--- config.mk ---
export PLATFORM = sky130hd
export DESIGN_NAME = sqrt_fixed_iter
export DESIGN_NICKNAME = d
export VERILOG_FILES = /design/src/rtl/sqrt_fixed_iter.sv
export SDC_FILE = /design/constraint.sdc
export NUM_CORES = 1
export LEC_CHECK = 0
export CELL_PAD_IN_SITES_DETAIL_PLACEMENT = 1
export CELL_PAD_IN_SITES_GLOBAL_PLACEMENT = 1
export CORE_MARGIN = 1
export CORE_UTILIZATION = 46
export CTS_CLUSTER_DIAMETER = 60
export DETAILED_ROUTE_END_ITERATION = 16
export GPL_TIMING_DRIVEN = 0
export PLACE_DENSITY_LB_ADDON = 0.1
export SLEW_MARGIN = 30
export SYNTH_ARGS = -nofsm -noshare
export SYNTH_HDL_FRONTEND = slang
export SYNTH_SLANG_ARGS = --single-unit
--- constraint.sdc ---
create_clock -name clk -period 4.1 [get_ports clk]
set_input_delay 0.41 -clock clk [delete_from_list [all_inputs] [get_ports clk]]
set_output_delay 0.41 -clock clk [all_outputs]
set_load 0.005 [all_outputs]
--- src/rtl/sqrt_fixed_iter.sv ---
// sqrt_fixed_iter: iterative radix-2 non-restoring square root for signed Q(INT.FRAC).
// One root bit retires per clock. No multiplier is used.
//
// Ports:
//   clk, rst_n           rising-edge clock, asynchronous active-low reset
//   in_valid / in_ready  operand handshake. x is sampled only on the acceptance edge.
//   x                    signed Q(INT.FRAC) operand
//   out_valid/out_ready  result handshake. The result is held until it is consumed.
//   sqrt                 Q(INT.FRAC) root: floor(sqrt(x)*2^FRAC) in raw units, or rounded
//   err                  operand was negative (sqrt=0). Qualified by out_valid.
module sqrt_fixed_iter #(
    parameter int INT_WIDTH  = 8,
    parameter int FRAC_WIDTH = 8,
    parameter int ROUND_MODE = 0,
    localparam int W     = INT_WIDTH + FRAC_WIDTH,
    localparam int RAD_W = ((W + FRAC_WIDTH + 1) / 2) * 2,
    localparam int ITER  = RAD_W / 2
) (
    input  logic         clk,
    input  logic         rst_n,
    input  logic         in_valid,
    output logic         in_ready,
    input  logic [W-1:0] x,
    output logic         out_valid,
    input  logic         out_ready,
    output logic [W-1:0] sqrt,
    output logic         err
);
    localparam int RW = ITER + 2;            // signed partial remainder width
    localparam int CW = $clog2(ITER + 1);

    typedef enum logic [1:0] {IDLE, CALC, DONE} state_t;

    state_t                 state;
    logic [RAD_W-1:0]       rad;             // radicand, consumed two bits per step from the top
    logic signed [RW-1:0]   rem;
    logic [ITER-1:0]        root;
    logic [CW-1:0]          cnt;

    logic signed [RW-1:0]   rem_sh, rem_nxt, rem_fix;
    logic [ITER-1:0]        root_nxt;
    logic                   rnd_up;
    logic [W-1:0]           result;

    // One non-restoring step: the sign of the running remainder decides
    // whether to subtract (4*root+1) or add back (4*root+3).
    always_comb begin
        rem_sh = {rem[RW-3:0], rad[RAD_W-1 -: 2]};
        if (!rem[RW-1])
            rem_nxt = rem_sh - {root, 2'b01};
        else
            rem_nxt = rem_sh + {root, 2'b11};
        root_nxt = {root[ITER-2:0], ~rem_nxt[RW-1]};
        // A negative final remainder is restored to R - root^2 before rounding.
        rem_fix = rem_nxt[RW-1] ? rem_nxt + {1'b0, root_nxt, 1'b1} : rem_nxt;
        // rem > root means R > (root+0.5)^2; equality is impossible for integers.
        rnd_up  = (ROUND_MODE != 0) && (rem_fix > $signed({2'b00, root_nxt}));
        result  = W'(root_nxt) + W'(rnd_up);
    end

    always_ff @(posedge clk or negedge rst_n) begin
        if (!rst_n) begin
            state     <= IDLE;
            in_ready  <= 1'b0;
            out_valid <= 1'b0;
            sqrt      <= '0;
            err       <= 1'b0;
            rad       <= '0;
            rem       <= '0;
            root      <= '0;
            cnt       <= '0;
        end else begin
            case (state)
                IDLE: begin
                    // in_ready is registered, so it rises one edge after reset release.
                    if (!in_ready) begin
                        in_ready <= 1'b1;
                    end else if (in_valid) begin
                        in_ready <= 1'b0;
                        if (x[W-1]) begin
                            state     <= DONE;
                            out_valid <= 1'b1;
                            err       <= 1'b1;
                            sqrt      <= '0;
                        end else begin
                            rad   <= RAD_W'({x, {FRAC_WIDTH{1'b0}}});
                            rem   <= '0;
                            root  <= '0;
                            cnt   <= '0;
                            state <= CALC;
                        end
                    end
                end
                CALC: begin
                    rad  <= rad << 2;
                    rem  <= rem_nxt;
                    root <= root_nxt;
                    cnt  <= cnt + 1'b1;
                    if (cnt == CW'(ITER - 1)) begin
                        state     <= DONE;
                        out_valid <= 1'b1;
                        sqrt      <= result;
                        err       <= 1'b0;
                    end
                end
                DONE: begin
                    if (out_ready) begin
                        out_valid <= 1'b0;
                        in_ready  <= 1'b1;
                        state     <= IDLE;
                    end
                end
                default: state <= IDLE;
            endcase
        end
    end
endmodule
Word level (Yosys, flattened, before mapping)
Index checks and enable logic that the tools add are counted.
{"block": "totals", "elab_cells": 71, "inputBits": 20, "register_bits": 75}
{"block": "classes", "add_sub_neg": 3, "reduce_logical": 9, "n_bitwise": 1, "n_mux": 40, "n_eq_ne": 9}
{"operator": "two-way mux 24 bit", "n": 3}
{"operator": "two-way mux 16 bit", "n": 4}
{"operator": "two-way mux 14 bit", "n": 4}
{"operator": "case mux 24 bit (2 select lines)", "n": 1}
{"operator": "two-way mux 12 bit", "n": 3}
{"operator": "case mux 16 bit (2 select lines)", "n": 1}
{"operator": "case mux 14 bit (2 select lines)", "n": 1}
{"operator": "case mux 12 bit (2 select lines)", "n": 1}
{"operator": "adder 14 bit", "n": 1}
{"operator": "subtractor 14 bit", "n": 1}
{"operator": "two-way mux 4 bit", "n": 3}
{"operator": "!= test 2 bit (second input constant)", "n": 6}
{"operator": "two-way mux 2 bit", "n": 5}
{"operator": "two-way mux 1 bit", "n": 9}
{"operator": "case mux 4 bit (2 select lines)", "n": 1}
{"operator": "AND reduction 4 bit", "n": 2}
{"operator": "case mux 2 bit (3 select lines)", "n": 1}
{"operator": "AND reduction 6 bit", "n": 1}
{"operator": "AND reduction 5 bit", "n": 1}
{"operator": "adder 4 x 1 -> 4 bit (second input constant)", "n": 1}
{"operator": "== test 4 bit (second input constant)", "n": 1}
{"operator": "case mux 1 bit (2 select lines)", "n": 2}
{"operator": "nonzero test 2 bit", "n": 2}
{"operator": "case mux 1 bit (3 select lines)", "n": 1}
{"operator": "other kinds (6)", "n": 6}

Logic depth before layout (Yosys ltp)
Gate-level depths: netlist (run 1).
{"block": "logic_depth", "depth_word": 5, "mapped_depth": 10, "ltp_nobuf": 8}

Worst setup path before layout (run 1)
Ideal clock, no wire load.
{"block": "synth_path", "path_kind": "reg2reg", "start": "reg rem[13]", "end": "reg sqrt[0]", "period_less_slack_ns": 2.325, "t_arrival_ns": 2.204, "path_stages_with_launch": 11, "n_path_buf": 2, "path_slack_ns": 1.775, "path_cell_list": "dfrtp_1 > clkbuf_1 > buf_2 > xnor2_1 > ha_1 > a21oi_2 > o211ai_2 > a21oi_2 > a21oi_2 > xnor2_1 > a32o_2"}
{"block": "synth_via", "elab_chain_len": 4}
{"item": "from (decl)", "line": "36", "source": "logic signed [RW-1:0] rem;"}
{"item": "from (signal assigned)", "line": "96", "source": "rem <= rem_nxt;"}
{"item": "two-way mux 14 bit", "line": "49", "source": "if (!rem[RW-1])"}
{"item": "inverter 1 bit", "line": "53", "source": "root_nxt = {root[ITER-2:0], ~rem_nxt[RW-1]};"}
{"item": "two-way mux 16 bit", "line": "99", "source": "if (cnt == CW'(ITER - 1)) begin"}
{"item": "case mux 16 bit (2 select lines)", "line": "73", "source": "case (state)"}
{"item": "to (signal assigned)", "line": "102", "source": "sqrt <= result;"}
{"item": "to (decl)", "line": "26", "source": "output logic [W-1:0] sqrt,"}
No other way between the ends. The select of a mux whose other input is x is not followed.
A chain may end at the register's enable or synchronous reset.

Worst setup path after layout (run 1)
Same ends and word-level chain as after synthesis.

==> impl_metrics.toml, run 1 <==
[outcome]
outcome = "finished clean"

[critical_path]
regToRegSetupSlack_ps = 1330
cp_slowest_cell = "dfrtp_1"
r2r-start = "rem[13]"
crit_family = "compound AO/OA/AOI/OAI gates"
startpoint_type = "flip-flop"
crit_fanout = 10
arrival_ps = 3050
rr_endpoint = "sqrt[0]"
ff2ff_path_depth = 10
crit_path_frequent_cell = "a21oi_2"
worstSetupPathType = "flip-flop to flip-flop"
end_kind = "flip-flop"
crit_required_ps = 4380
worst_path_largest_cell_delay_ps = 350
worstPathCellList = "clkbuf_1, buf_2, xnor2_1, ha_1, a21oi_2, a21oi_1, a21oi_2, a21oi_2, xnor2_1, a32o_2"
cp_num_buf_inv = 2

[die]
die_area_um2 = 7180
start_util_pct = 48.5
rows = 29
die_x_um = 84.7
core_um2 = 6490
io_pins = 39
die_h_um = 84.7

[job]
max_cap_viol_count = 0

[pwr]
p_leak_nw = 1.83
ir_worst_vdd_mv = 0.352
powerDensity_nw_per_um2 = 917

[grt]
grt_pass1_wl_mm = 13.3
grt_max_degree = 47
antenna_found_initial = 0
first_global_vias = 2655
gr-total-overflow = 0
grt_use_total_pct = 24.0

[yosys]
syn_area_per_cell_um2 = 9.93
synth_sequential_area_ratio_pct = 49.3
synth_top_family_by_area = "compound AO/OA/AOI/OAI gates"
synth.area.top_cells = "dfrtp_1 (49%), nand2_1 (7.3%), ha_1 (5.6%)"
yosys.area_share.simple_pct = 13.2
synth_cell_types = 48
synthAdderAreaFrac_pct = 5.56
synth_xor_area_share_pct = 6.40
yosysTopAreaCell = "dfrtp_1"
synthMuxAreaShare_pct = 0.318
yosys.area.top_type_share_pct = 49.3
synth-compound-area-share_pct = 19.0
yosys_register_bits = 62
syn_inst = 317
synth_area_um2 = 3150
yosys_warnings = 0

[placement]
dp_hpwl_mm = 5.61
io_buffers = 34
gp_congestion = 0.833
pre_cts_slack_ps = 1390
placed_area_um2 = 3620

[sta]
fmaxAchievable_ghz = 0.362
grt_setup_unrepaired = "no"
fin_worst_skew_ps = 10.8
hold_viol = 0
fin_crit_sh_pct = 67.4
setup_ws_ps = 1330
fin_tns_setup_ps = 0
setup_viol_count_final = 0
maxSlewViolCount = 0
layout_min_cycle_time_ps = 2770
tightestPinTransition_ps = 635
max_slew_margin_pct = 57.6

[route]
drc = 0
first_pass_iters = 5
via_per_inst = 5.56
drt_iter0_drc = 96
wl_per_cell_um = 16.8
ant_nets = 0
vias = 2495
finalWirelength_mm = 7.54

[clocking]
cts_num_sinks = 62
clock_latency_ps = 350
ctsResizeCount = 0
postCtsSetupBuffers = 0
cts_tree = "yes"
cts_root_buf = "clkbuf_8"
cts.htree.levels = 3
cts_inserted_buffers = 9
clock_path_buffers = 2
cts.clk_slew.worst_paths_ps = 80

[min_path]
worstHoldPathType = "primary input to async pin"

[final_layout]
final_nets = 401
drive_gt1_share_pct = 12.1
fin_area_um2 = 3890
final_cell_mix = "dfrtp_1 (62), nand2_1 (61), clkdlybuf4s50_1 (33)"
diodes = 0
area_growth_pct = 23.4
final_common_cell = "dfrtp_1"
## repair_timing
item	CTS	global route
endpoints found under the hold margin	16	0
hold buffers	1	0
endpoints found under the setup margin	0	0
## per-layer routing
metal / GRT usage (%) / share of wire [%] / vias up
li1: - / - / 1200
met1: 30.0 / 44 / 1240
met2: 41.9 / 52 / 39
met3: 4.23 / 2.7 / 16
met4: 8.47 / 1.9 / 0
met5: 0 / 0 / -
## state kept, by name, indices dropped and copies added (netlist names)
name,cells
out_valid,1
cnt,4
root,12
state,2
sqrt,12
in_ready,1
err,1
rem,13
rad,16
## stage by stage
stage,power (mW),hold slack (ps),cells,utilization (%)
final,3.57,477,449,59.9
after global placement,2.81,461,431,55.4
after floorplan,2.39,114,320,-
after global routing,3.86,505,449,59.9
after CTS,3.60,483,449,59.9
after detailed placement,2.89,303,432,55.8
## worst max path at each step
stage                    to  depth (start not counted)  slack [ps]    start
floorplan           sqrt[0]                         10        1770  rem[13]
finish              sqrt[0]                         10        1330  rem[13]
global route        sqrt[0]                         10        1120  rem[13]
CTS                 sqrt[0]                         10        1360  rem[13]
detailed placement  sqrt[0]                         10        1390  rem[13]
global placement    rad[13]                          1         480    rst_n
## synth_stat cells (all sizes together)
cell type	count
a2111o	1
a211oi	2
a21boi	1
a21o	2
a21oi	13
a222oi	13
a22o	6
a22oi	1
a31oi	3
a32o	2
buf	13
clkbuf	6
conb	1
dfrtp	62
ha	14
inv	23
mux2i	1
nand2	61
nand2b	6
nand3	3
nand3b	2
nand4	1
nand4b	1
nor2	9
nor2b	2
nor3	1
nor4	1
nor4b	1
o211ai	5
o21a	1
o21ai	31
o22a	1
o2bb2ai	1
o32a	1
or2	1
or3	1
xnor2	17
xor2	6
## layout make-up
type / count / area [um2]
Clock inverter: 6 / 118
Multi-Input combinational cell: 216 / 1420
Inverter: 23 / 86.3
Buffer: 19 / 106
Tap cell: 77 / 96.3
Fill cell: 727 / 2610
Clock buffer: 10 / 138
Timing Repair Buffer: 36 / 375
Sequential cell: 62 / 1550
## cell families after synthesis
| family | after synthesis |
|---|---|
| buffers and inverters | 42 |
| AND/OR/NAND/NOR | 90 |
| XOR/XNOR | 23 |
| multiplexers | 1 |
| other | 1 |
| flip-flops | 62 |
| AO/OA/AOI/OAI | 84 |
| adder cells (fa/ha/maj) | 14 |
## power breakdown
| part | switching (mW) | internal [mW] |
|---|---|---|
| logic | 1.05 | 0.831 |
| clock network | 0.261 | 0.425 |
| registers | 0.169 | 0.834 |
Note: power is estimated with default switching activity, not from simulation.
==> run 2, diff against run 1 <==
--- a/config.mk
+++ b/config.mk
@@ -8,7 +8,7 @@
 export CELL_PAD_IN_SITES_DETAIL_PLACEMENT = 1
 export CELL_PAD_IN_SITES_GLOBAL_PLACEMENT = 1
 export CORE_MARGIN = 1
-export CORE_UTILIZATION = 46
+export CORE_UTILIZATION = 39
 export CTS_CLUSTER_DIAMETER = 60
 export DETAILED_ROUTE_END_ITERATION = 16
 export GPL_TIMING_DRIVEN = 0
==> constraint.sdc (replaced) <==
create_clock -name clk -period 2.5 [get_ports clk]
set_input_delay 0.25 -clock clk [delete_from_list [all_inputs] [get_ports clk]]
set_output_delay 0.25 -clock clk [all_outputs]
set_load 0.005 [all_outputs]
==> run 2 against run 1 <==
Effect of this change:
- final area increased by 0.77%
- via count decreased by 1.6%
- count of clock-buffer cells in the layout increased by 1
- clock skew decreased by 0.54 ps
==> impl_metrics.toml, run 2 (synthesis gave the netlist of run 1 again) <==
[pwr]
p_switching_mw = 2.46
ir_worst_vdd_mv = 0.565
netSwitchingFraction_pct = 42.4
p_int_mw = 3.33
seq_power_share_pct = 28.5
power_mw = 5.79
powerDensity_nw_per_um2 = 1480
p_clk_share_pct = 15.6
combinationalPowerShare_pct = 55.8
p_leak_nw = 1.83

[route]
finalWirelength_mm = 7.48
wl_per_cell_um = 15.8
route.top_layer_used = "met4"
drt_iter0_drc = 80
dr_wl_met3_um = 170
wl_met1_mm = 3.38
wl_met2_mm = 3.82
via_per_inst = 5.17
vias = 2454
ant_nets = 0
first_pass_iters = 4
drc = 0

[critical_path]
worstSetupPathType = "flip-flop to flip-flop"
worstPathCellList = "buf_6, xnor2_1, ha_1, o211ai_1, o211ai_2, a21oi_2, a21oi_2, xnor2_2, a32o_2"
crit_path_frequent_cell = "a21oi_2"
worst_path_largest_cell_delay_ps = 430
cp_num_buf_inv = 1
crit_fanout = 10
crit_family = "compound AO/OA/AOI/OAI gates"
worst-path-stages = 9
ff2ff_path_depth = 9
cp_slowest_cell = "dfrtp_2"
crit_required_ps = 2730
end_kind = "flip-flop"
arrival_ps = 2610
startpoint_type = "flip-flop"

[grt]
first_global_vias = 2651
grt_use_total_pct = 19.8
grt_max_degree = 36
gr-total-overflow = 0
antenna_found_initial = 0
grt_pass1_wl_mm = 12.7

[final_layout]
top_regs = "rad (16), rem (13)"
final_cell_mix = "nand2_1 (61), dfrtp_1 (61), clkdlybuf4s50_1 (33)"
regMostFlops = "rad"
final_nets = 402
largest_reg_flops = 16
area_growth_pct = 24.4
drive_gt1_share_pct = 13.7
fin_area_um2 = 3920
diodes = 0
final_cells = 475

[die]
core_um2 = 7770
die_h_um = 91.9
rows = 32
start_util_pct = 40.5
die_area_um2 = 8440
io_pins = 39
die_x_um = 91.9

[placement]
io_buffers = 34
dp_hpwl_mm = 5.53
gp_congestion = 0.780
placed_cells = 457
placed_area_um2 = 3650

[sta]
tightestPinTransition_ps = 652
fin_crit_sh_pct = 95.2
fin_worst_skew_ps = 10.3
fin_tns_setup_ps = 0
setup_viol_count_final = 0
layout_min_cycle_time_ps = 2380
hold_viol = 0
max_slew_margin_pct = 56.6
maxSlewViolCount = 0
fmaxAchievable_ghz = 0.420

[clocking]
cts_inserted_buffers = 9
cts.htree.levels = 3
cts.clk_slew.worst_paths_ps = 70
cts_root_buf = "clkbuf_8"
clock_latency_ps = 350
cts_num_sinks = 62
cts_tree = "yes"
clock_path_buffers = 2

[job]
max_cap_viol_count = 0

[min_path]
worstHoldPathType = "primary input to async pin"

[outcome]
outcome = "finished clean"
run 2: worst reg2reg max path: cells and delay by family (launching register included):
kind / cells / cell delay (ps)
compound gates: 5 / 1000
flops: 1 / 430
fa+ha+maj: 1 / 340
xor+xnor: 2 / 330
buf+inv: 1 / 170
run 2: timing repair:
action | 4_1_cts | 5_1_grt
setup buffers | 0 | 2
pin swaps | 1 | 7
gates cloned | 0 | 0
gates resized for setup | 6 | 3
endpoints found under the hold margin | 27 | 0
hold buffers | 1 | 0
setup endpoints to repair | 6 | 5
run 2: metal layers:
layer  global-route usage [%]  vias to the layer above
li1                         -                     1202
met1                     23.8                     1208
met2                     34.5                       34
met3                     4.56                       10
met4                     6.77                        0
met5                        0                        -
run 2: through the flow:
stage                     utilization (%)  hold slack, ps  setup slack (ps)
after floorplan                         -           -45.6               175
after global placement               46.7             464             -1010
after detailed placement             46.9             205              -349
after CTS                            50.0             371              38.5
after global routing                 50.4             384             -9.54
final                                50.4             366               121
run 2: area by class of cell:
type,instances,area (um2)
Timing Repair Buffer,38,383
Fill cell,884,3850
Inverter,23,86.3
Sequential cell,62,1550
Tap cell,102,128
Clock buffer,11,141
Buffer,18,109
Clock inverter,5,57.6
Multi-Input combinational cell,216,1460
run 2: final timing paths:
kind	startpoint	end	slack, ps
worst max-delay path	rem[13]	sqrt[0]	120
worst min-delay path	rst_n	rem[8]	370
worst max register to register	rem[13]	sqrt[0]	120
worst min register to register	sqrt[1]	sqrt[1]	490
max in group asynchronous	rst_n	sqrt[2]	1620
min in group clk	sqrt[1]	sqrt[1]	490
run 2: power groups by stage:
| stage | registers, mW | clock network [mW] | logic [mW] |
|---|---|---|---|
| finish | 1.65 | 0.905 | 3.23 |
| global route | 1.70 | 0.969 | 3.64 |
| CTS | 1.66 | 0.925 | 3.20 |
| detailed placement | 1.66 | 0 | 3.10 |
| global placement | 1.64 | 0 | 3.00 |
| floorplan | 1.58 | 0 | 2.33 |
==> run 3, diff against run 2 <==
--- a/config.mk
+++ b/config.mk
@@ -5,6 +5,7 @@
 export SDC_FILE = /design/constraint.sdc
 export NUM_CORES = 1
 export LEC_CHECK = 0
+export ABC_CLOCK_PERIOD_IN_PS = 2500
 export CELL_PAD_IN_SITES_DETAIL_PLACEMENT = 1
 export CELL_PAD_IN_SITES_GLOBAL_PLACEMENT = 1
 export CORE_MARGIN = 1
==> results of run 3 <==
The final DEF is identical to that of run 2; final timing and power are the same.
